File: src/rtl/cb8_search.sv
// Codebook search engine: scans the external cb8 ROM one entry per clock and
// reports the index whose value is nearest the latched target, with its saturated error.
module cb8_search #(
    parameter int N       = 32,
    parameter int CB_SIZE = 8,
    parameter int ADDR_W  = 4
) (
    input  logic              clk,
    input  logic              rst_n,
    input  logic              start_cbsearch,
    input  logic [N-1:0]      target,
    output logic [ADDR_W-1:0] rom_addr,
    input  logic [N-1:0]      rom_data,
    output logic              busy,
    output logic [ADDR_W-1:0] best_index,
    output logic [N-1:0]      best_error,
    output logic              done_cbsearch
);

    typedef enum logic [1:0] {
        IDLE   = 2'd0,
        SEARCH = 2'd1,
        DONE   = 2'd2
    } state_t;

    localparam logic [N-1:0]      ERR_MAX   = {1'b0, {(N-1){1'b1}}};
    localparam logic [ADDR_W-1:0] LAST_ADDR = ADDR_W'(CB_SIZE - 1);

    state_t             state_reg, state_next;
    logic [N-1:0]       target_reg, target_next;
    logic [N-1:0]       min_err_reg, min_err_next;
    logic [N-1:0]       best_error_reg, best_error_next;
    logic [ADDR_W-1:0]  addr_reg, addr_next;
    logic [ADDR_W-1:0]  best_reg, best_next;
    logic [ADDR_W-1:0]  best_index_reg, best_index_next;
    logic               busy_reg, busy_next;
    logic               done_reg, done_next;

    // One extra bit keeps target - rom_data exact for any pair of signed N-bit values.
    logic [N:0]         diff;
    logic [N:0]         mag;
    logic [N-1:0]       err;
    logic               err_better;

    assign diff       = {target_reg[N-1], target_reg} - {rom_data[N-1], rom_data};
    assign mag        = diff[N] ? (~diff + 1'b1) : diff;
    assign err        = (mag > {1'b0, ERR_MAX}) ? ERR_MAX : mag[N-1:0];
    // Strict compare: on a tie the earlier (lower) index is kept.
    assign err_better = (err < min_err_reg);

    always_comb begin
        state_next      = state_reg;
        target_next     = target_reg;
        min_err_next    = min_err_reg;
        best_error_next = best_error_reg;
        addr_next       = addr_reg;
        best_next       = best_reg;
        best_index_next = best_index_reg;
        busy_next       = busy_reg;
        done_next       = 1'b0;

        case (state_reg)
            IDLE: begin
                if (start_cbsearch) begin
                    target_next  = target;
                    addr_next    = '0;
                    min_err_next = ERR_MAX;
                    best_next    = '0;
                    busy_next    = 1'b1;
                    state_next   = SEARCH;
                end
            end
            SEARCH: begin
                if (err_better) begin
                    min_err_next = err;
                    best_next    = addr_reg;
                end
                if (addr_reg == LAST_ADDR) begin
                    // Publish on the last compare so the result is valid alongside the done pulse.
                    best_index_next = err_better ? addr_reg : best_reg;
                    best_error_next = err_better ? err : min_err_reg;
                    done_next       = 1'b1;
                    state_next      = DONE;
                end else begin
                    addr_next = addr_reg + 1'b1;
                end
            end
            DONE: begin
                busy_next  = 1'b0;
                addr_next  = '0;
                state_next = IDLE;
            end
            default: begin
                state_next = IDLE;
            end
        endcase
    end

    always_ff @(posedge clk or negedge rst_n) begin
        if (!rst_n) begin
            state_reg      <= IDLE;
            target_reg     <= '0;
            min_err_reg    <= '0;
            best_error_reg <= '0;
            addr_reg       <= '0;
            best_reg       <= '0;
            best_index_reg <= '0;
            busy_reg       <= 1'b0;
            done_reg       <= 1'b0;
        end else begin
            state_reg      <= state_next;
            target_reg     <= target_next;
            min_err_reg    <= min_err_next;
            best_error_reg <= best_error_next;
            addr_reg       <= addr_next;
            best_reg       <= best_next;
            best_index_reg <= best_index_next;
            busy_reg       <= busy_next;
            done_reg       <= done_next;
        end
    end

    assign rom_addr      = addr_reg;
    assign busy          = busy_reg;
    assign best_index    = best_index_reg;
    assign best_error    = best_error_reg;
    assign done_cbsearch = done_reg;

endmodule

File: config.mk
export PLATFORM = sky130hd
export DESIGN_NAME = cb8_search
export DESIGN_NICKNAME = d
export VERILOG_FILES = /design/src/rtl/cb8_search.sv
export SDC_FILE = /design/constraint.sdc
export NUM_CORES = 1
export LEC_CHECK = 0
export CAP_MARGIN = 10
export CORE_ASPECT_RATIO = 1.25
export CORE_MARGIN = 2
export CORE_UTILIZATION = 47
export CTS_CLUSTER_SIZE = 12
export DETAILED_ROUTE_END_ITERATION = 7
export HOLD_SLACK_MARGIN = 0.06
export PLACE_DENSITY = 0.69
export SLEW_MARGIN = 5
export SYNTH_ARGS = -nofsm -noshare
export SYNTH_HDL_FRONTEND = slang
export SYNTH_SLANG_ARGS = --single-unit
File: constraint.sdc
create_clock -name clk -period 16.45 [get_ports clk]
set_input_delay 4.935 -clock clk [delete_from_list [all_inputs] [get_ports clk]]
set_output_delay 4.935 -clock clk [all_outputs]
set_load 0.005 [all_outputs]
==> results of run 1 <==
per-stage QoR:
step	instances	util (%)	hold WS, ns
2_1_floorplan	989	-	0.477
3_3_place_gp	1284	54.5	0.487
3_5_place_dp	1284	54.5	0.495
4_1_cts	1298	56.0	0.515
5_1_grt	1298	56.0	0.525
6_report	1298	56.0	0.509
how the worst max path moves through the flow:
stage,startpoint,to,slack (ns),depth (start not counted)
after floorplan,rom_data[0],best_error[10]$_DFFE_PN0P_,5.48,28
after global placement,rom_data[0],best_error[22]$_DFFE_PN0P_,3.68,26
after detailed placement,rom_data[0],best_error[18]$_DFFE_PN0P_,3.25,26
after CTS,rom_data[0],best_error[18]$_DFFE_PN0P_,3.61,26
after global routing,rom_data[0],min_err_reg[3]$_DFFE_PN0P_,3.22,27
final,rom_data[0],min_err_reg[3]$_DFFE_PN0P_,3.93,27
metal layers:
layer  track usage, %  vias up
met1             28.0     3547
met2             38.3      147
met5                0        -
met3             3.09       32
met4             7.35        0
li1                 -     3702
final cells by class:
| type | count | area [um^2] |
|---|---|---|
| fill | 1707 | 7960 |
| clock buffer | 10 | 239 |
| inverter | 95 | 357 |
| tap | 228 | 285 |
| timing repair buffer | 112 | 1110 |
| multi-input combinational | 737 | 5320 |
| clock inverter | 4 | 30.0 |
| sequential | 112 | 2800 |
kinds of logic after synthesis:
logic type	after synthesis	synth area share (%)
and+or+nand+nor	296	16.8
AOI/OAI and AO/OA	293	25.7
buffers and inverters	140	6.58
DFF	112	32.3
adders and majority gates	66	9.59
xor gates and xnor gates	50	5.04
muxes	31	4.00
other	1	0.0432
cells in the final DEF, fill, tap and decap left out, types with 7 or more instances in the layout:
cell type / n
clkbuf_16: 9
ha_1: 65
xor2_1: 28
a21o_1: 19
or3_1: 8
a221oi_1: 15
a22o_1: 12
o21a_1: 12
mux2_2: 30
and3_1: 7
dfrtp_1: 112
a211oi_1: 12
inv_1: 93
clkdlybuf4s50_1: 107
nand4_1: 20
and2_1: 14
a2bb2oi_2: 26
nand2_1: 80
nor4_1: 9
o21ai_0: 52
a21oi_1: 65
xnor2_1: 22
nor2_1: 86
nand3_1: 22
nand2b_1: 10
worst register-to-register path, cell delays in order, from the launching register on:
cell       delay (ns)
dfrtp_1          0.32
inv_1            0.05
ha_1             0.21
fa_1             0.40
nand2b_1         0.21
a211oi_1         0.45
o21ba_2          0.22
o221ai_1         0.23
a211oi_1         0.36
o31a_1           0.22
nor2_1           0.10
or3_1            0.43
o211ai_4         0.28
and2_1           0.66
nand2_1          0.13
ha_1             0.33
a21o_1           0.16
a21o_1           0.17
a21oi_1          0.14
o21ai_0          0.15
a211oi_1         0.23
o21ai_0          0.18
nand3b_1         0.33
nand2_1          0.19
a21oi_1          0.11
a311oi_4         0.86
buf_4            0.47
a2bb2oi_1        0.20
==> impl_metrics.tcl, run 1 <==
set metrics [dict create \
    outcome "finished, final reports clean" \
    vias_per_cell 5.72 \
    grt_use_total_pct 22.0 \
    drive_above_1_share_pct 10.0 \
    wl_met3_um 704 \
    diodes 0 \
    final_cell_area_um2 10100 \
    arrival_ns 12.80 \
    async_reset_ff_share_pct 100 \
    yosys.cell_count.top_type "dfrtp_1" \
    setup_ws_ns 3.93 \
    placed_area_um2 9870 \
    drtAntennaViolNets 0 \
    yosysWarnings 0 \
    antenna_found_initial 0 \
    ios 109 \
    r2r-start "target_reg[0]$_DFFE_PN0P_" \
    finalCritPeriodShare_pct 76.1 \
    slowest_stage "a311oi_4" \
    rr_endpoint "min_err_reg[3]$_DFFE_PN0P_" \
    max_freq_mhz 79.9 \
    ys_seq_elements 112 \
    highest_layer "met4" \
    cts-resized-gates 0 \
    synth_common_cells "dfrtp_1 (112), inv_1 (93), nor2_1 (86)" \
    gr-total-overflow 0 \
    cts-hold-fix-buffers 0 \
    rrSetupSlack_ns 8.57 \
    yosysTopAreaCell "dfrtp_1" \
    hold_start "best_reg[2]$_DFFE_PN0P_" \
    ys_seq_area_share_pct 32.3 \
    gp_congestion 0.906 \
    synth.area.top_cells "dfrtp_1 (32%), ha_1 (9.4%), a2bb2oi_2 (4.5%)" \
    via_count 7428 \
    worstSetupPathType "input pin to flop" \
    dpl.hpwl_um 16400 \
    cp.required_ns 16.73 \
    clock_path_buffers 2 \
    synth_area_um2 8690 \
    fp.dieW_um 126 \
    ff2ff_path_depth 27 \
    finalSetupViolCount 0 \
    period_minus_slack_ns 12.52 \
    path_clk_slew_ns 0.07 \
    dieArea_um2 19600 \
    cpLargestDelayFamily "compound AO/OA/AOI/OAI gates" \
    min_path_cells 2 \
    clock_skew_ns 0.00742 \
    synth_nets 1122 \
    ys.flop_type "dfrtp_1" \
    start_util_pct 48.0 \
    hold_end "best_reg[2]$_DFFE_PN0P_" \
    wl_met2_um 10400 \
    endpoint_kind "flop" \
    drt-pass1-iter-count 5 \
    critPathBufInv 2 \
    port_buffers 108 \
    tightest_slew_ns 0.986 \
    clock_sinks 112 \
    min_path_type "flop to flop" \
    synth.distinct_cells 78 \
    drv_slew 0 \
    cts_tree "done" \
    area_growth_syn_to_layout_pct 16.8 \
    totalWireLength_um 21000 \
    drt_iter0_drc 363 \
    clock-root-buffer "clkbuf_16" \
    drc 0 \
    rsz0062_at_grt "no" \
    clock_latency_ns 0.36 \
    pre_cts_slack_ns 3.25 \
    die_h_um 156 \
    syn_avg_cell_area_um2 8.78 \
    numCtsBuffers 9 \
    grt_pass1_vias 7188 \
    rows 55 \
    yosys.area.top_type_share_pct 32.3 \
    cpMostUsedCell "a211oi_1" \
    post-cts-setup-buffers 0 \
    final.setup.tns_ns 0 \
    synth_edf_count 0 \
    relSlewSlack_pct 33.8 \
    nNetsFinal 1200 \
    grt_max_degree 72 \
    grt_pass1_wl_um 35300 \
    hold_violations 0 \
    wl_per_cell_um 16.2 \
    start_kind "input pin" \
    cp_max_fo 22 \
    h-tree-depth 3 \
    max_stage_delay_ns 0.86 \
    fp.coreArea_um2 18100 \
    max-cap-violations 0 \
    syn_inst 989 \
    wl_met1_um 9430 \
]
Power of run 1 is left out: the tool's default activity adds up to more than one toggle a clock period on the data nets, which glitch-free logic cannot reach.
==> run 2: changes to the inputs <==
==> constraint.sdc (replaced) <==
create_clock -name clk -period 12.55 [get_ports clk]
set_input_delay 3.765 -clock clk [delete_from_list [all_inputs] [get_ports clk]]
set_output_delay 3.765 -clock clk [all_outputs]
set_load 0.005 [all_outputs]
==> impl_metrics.tcl, run 2 (same netlist as run 1, synthesis figures left out) <==
set metrics [dict create \
    nNetsFinal 1202 \
    tightest_slew_ns 0.940 \
    grt_pass1_wl_um 35400 \
    h-tree-depth 3 \
    final.setup.tns_ns 0 \
    worstSetupPathType "input pin to flop" \
    arrival_ns 11.33 \
    postLayoutCoreUtil_pct 56.3 \
    fp.coreArea_um2 18100 \
    max_freq_mhz 90.0 \
    hold_violations 0 \
    port_buffers 108 \
    cts-hold-fix-buffers 0 \
    die_h_um 156 \
    worstSetupEndpoint "min_err_reg[2]$_DFFE_PN0P_" \
    clock_sinks 112 \
    period_minus_slack_ns 11.11 \
    hold_ws_ns 0.508 \
    area_growth_syn_to_layout_pct 17.3 \
    grt_pass1_vias 7320 \
    rsz0062_at_grt "no" \
    drt-pass1-iter-count 5 \
    ios 109 \
    pre_cts_slack_ns 1.16 \
    final_cell_mix "dfrtp_1 (112), clkdlybuf4s50_1 (107), inv_1 (93), nor2_1 (86), nand2_1 (80)" \
    post-cts-setup-buffers 0 \
    clock_skew_ns 0.00938 \
    cts_tree "done" \
    dieArea_um2 19600 \
    clock_path_buffers 2 \
    clock-root-buffer "clkbuf_16" \
    start_kind "input pin" \
    antenna_found_initial 0 \
    relSlewSlack_pct 36.9 \
    cp-startpoint "rom_data[0]" \
    max-cap-violations 0 \
    r2r-start "target_reg[0]$_DFFE_PN0P_" \
    rr_endpoint "min_err_reg[2]$_DFFE_PN0P_" \
    start_util_pct 48.0 \
    drc 0 \
    grt_use_total_pct 21.9 \
    cp_max_fo 22 \
    min_path_type "flop to flop" \
    final_common_cell "dfrtp_1" \
    setup_ws_ns 1.44 \
    diodes 0 \
    clock_latency_ns 0.37 \
    wl_per_cell_um 16.2 \
    cts-resized-gates 0 \
    endpoint_kind "flop" \
    gr-total-overflow 0 \
    path_clk_slew_ns 0.08 \
    drive_above_1_share_pct 10.2 \
    drtAntennaViolNets 0 \
    fill_cells 1694 \
    ff2ff_path_depth 26 \
    rrSetupSlack_ns 4.90 \
    grt_max_degree 70 \
    outcome "finished, final reports clean" \
    dpl.hpwl_um 16500 \
    drt_iter0_drc 403 \
    fp.dieW_um 126 \
    vias_per_cell 5.73 \
    drv_slew 0 \
    finalSetupViolCount 0 \
    rows 55 \
    finalCritPeriodShare_pct 88.5 \
    gp_congestion 0.925 \
    via_count 7466 \
    totalWireLength_um 21100 \
    numCtsBuffers 9 \
    cp.required_ns 12.77 \
]
## run 2: how the worst min path moves through the flow
stage | depth (start not counted) | to | slack [ns] | startpoint
floorplan | 2 | best_reg[2]$_DFFE_PN0P_ | 0.48 | best_reg[2]$_DFFE_PN0P_
global placement | 2 | best_reg[2]$_DFFE_PN0P_ | 0.49 | best_reg[2]$_DFFE_PN0P_
detailed placement | 1 | best_error[31]$_DFFE_PN0P_ | 0.50 | best_error[31]$_DFFE_PN0P_
CTS | 1 | best_error[31]$_DFFE_PN0P_ | 0.52 | best_error[31]$_DFFE_PN0P_
global route | 1 | target_reg[14]$_DFFE_PN0P_ | 0.53 | target_reg[14]$_DFFE_PN0P_
finish | 1 | best_error[31]$_DFFE_PN0P_ | 0.51 | best_error[31]$_DFFE_PN0P_
## run 2: final cells by class
cell class                      instances  area (um^2)  share of cell area [%]
Inverter                               95          357                    3.50
Timing Repair Buffer                  114         1120                    11.0
Tap cell                              228          285                    2.80
Clock buffer                            9          225                    2.21
Sequential cell                       112         2800                    27.5
Multi-Input combinational cell        737         5320                    52.2
Clock inverter                          7         76.3                   0.749
## run 2: critical path: stages
cell             delay (ns)
clkdlybuf4s50_1        0.41
ha_1                   0.24
fa_1                   0.40
nand2b_1               0.22
a211oi_1               0.44
o21ba_2                0.22
o221ai_1               0.21
a211oi_1               0.38
o31a_1                 0.23
nor2_1                 0.11
or3_1                  0.43
o211ai_4               0.30
and2_1                 0.64
nand2_1                0.12
ha_1                   0.33
a21o_1                 0.16
a21o_1                 0.16
a21oi_1                0.15
o21ai_0                0.17
a211oi_1               0.24
o21ai_0                0.17
nand3b_1               0.33
a21oi_1                0.19
o211a_2                0.42
and2_1                 0.72
a2bb2oi_1              0.15
## run 2: routing by layer
| layer | vias to the layer above | global-route usage (%) | part of all wire, % |
|---|---|---|---|
| met5 | - | 0 | 0 |
| met4 | 0 | 6.93 | 1.8 |
| met3 | 24 | 3.29 | 3.5 |
| met2 | 159 | 38.5 | 50 |
| met1 | 3572 | 27.7 | 45 |
| li1 | 3711 | - | - |
## run 2: per-stage QoR
stage | cells | instance area (um^2)
detailed placement | 1286 | 9890
finish | 1302 | 10200
global route | 1302 | 10200
CTS | 1302 | 10200
floorplan | 989 | 8690
global placement | 1286 | 9890
Power of run 2 is left out for the same reason.
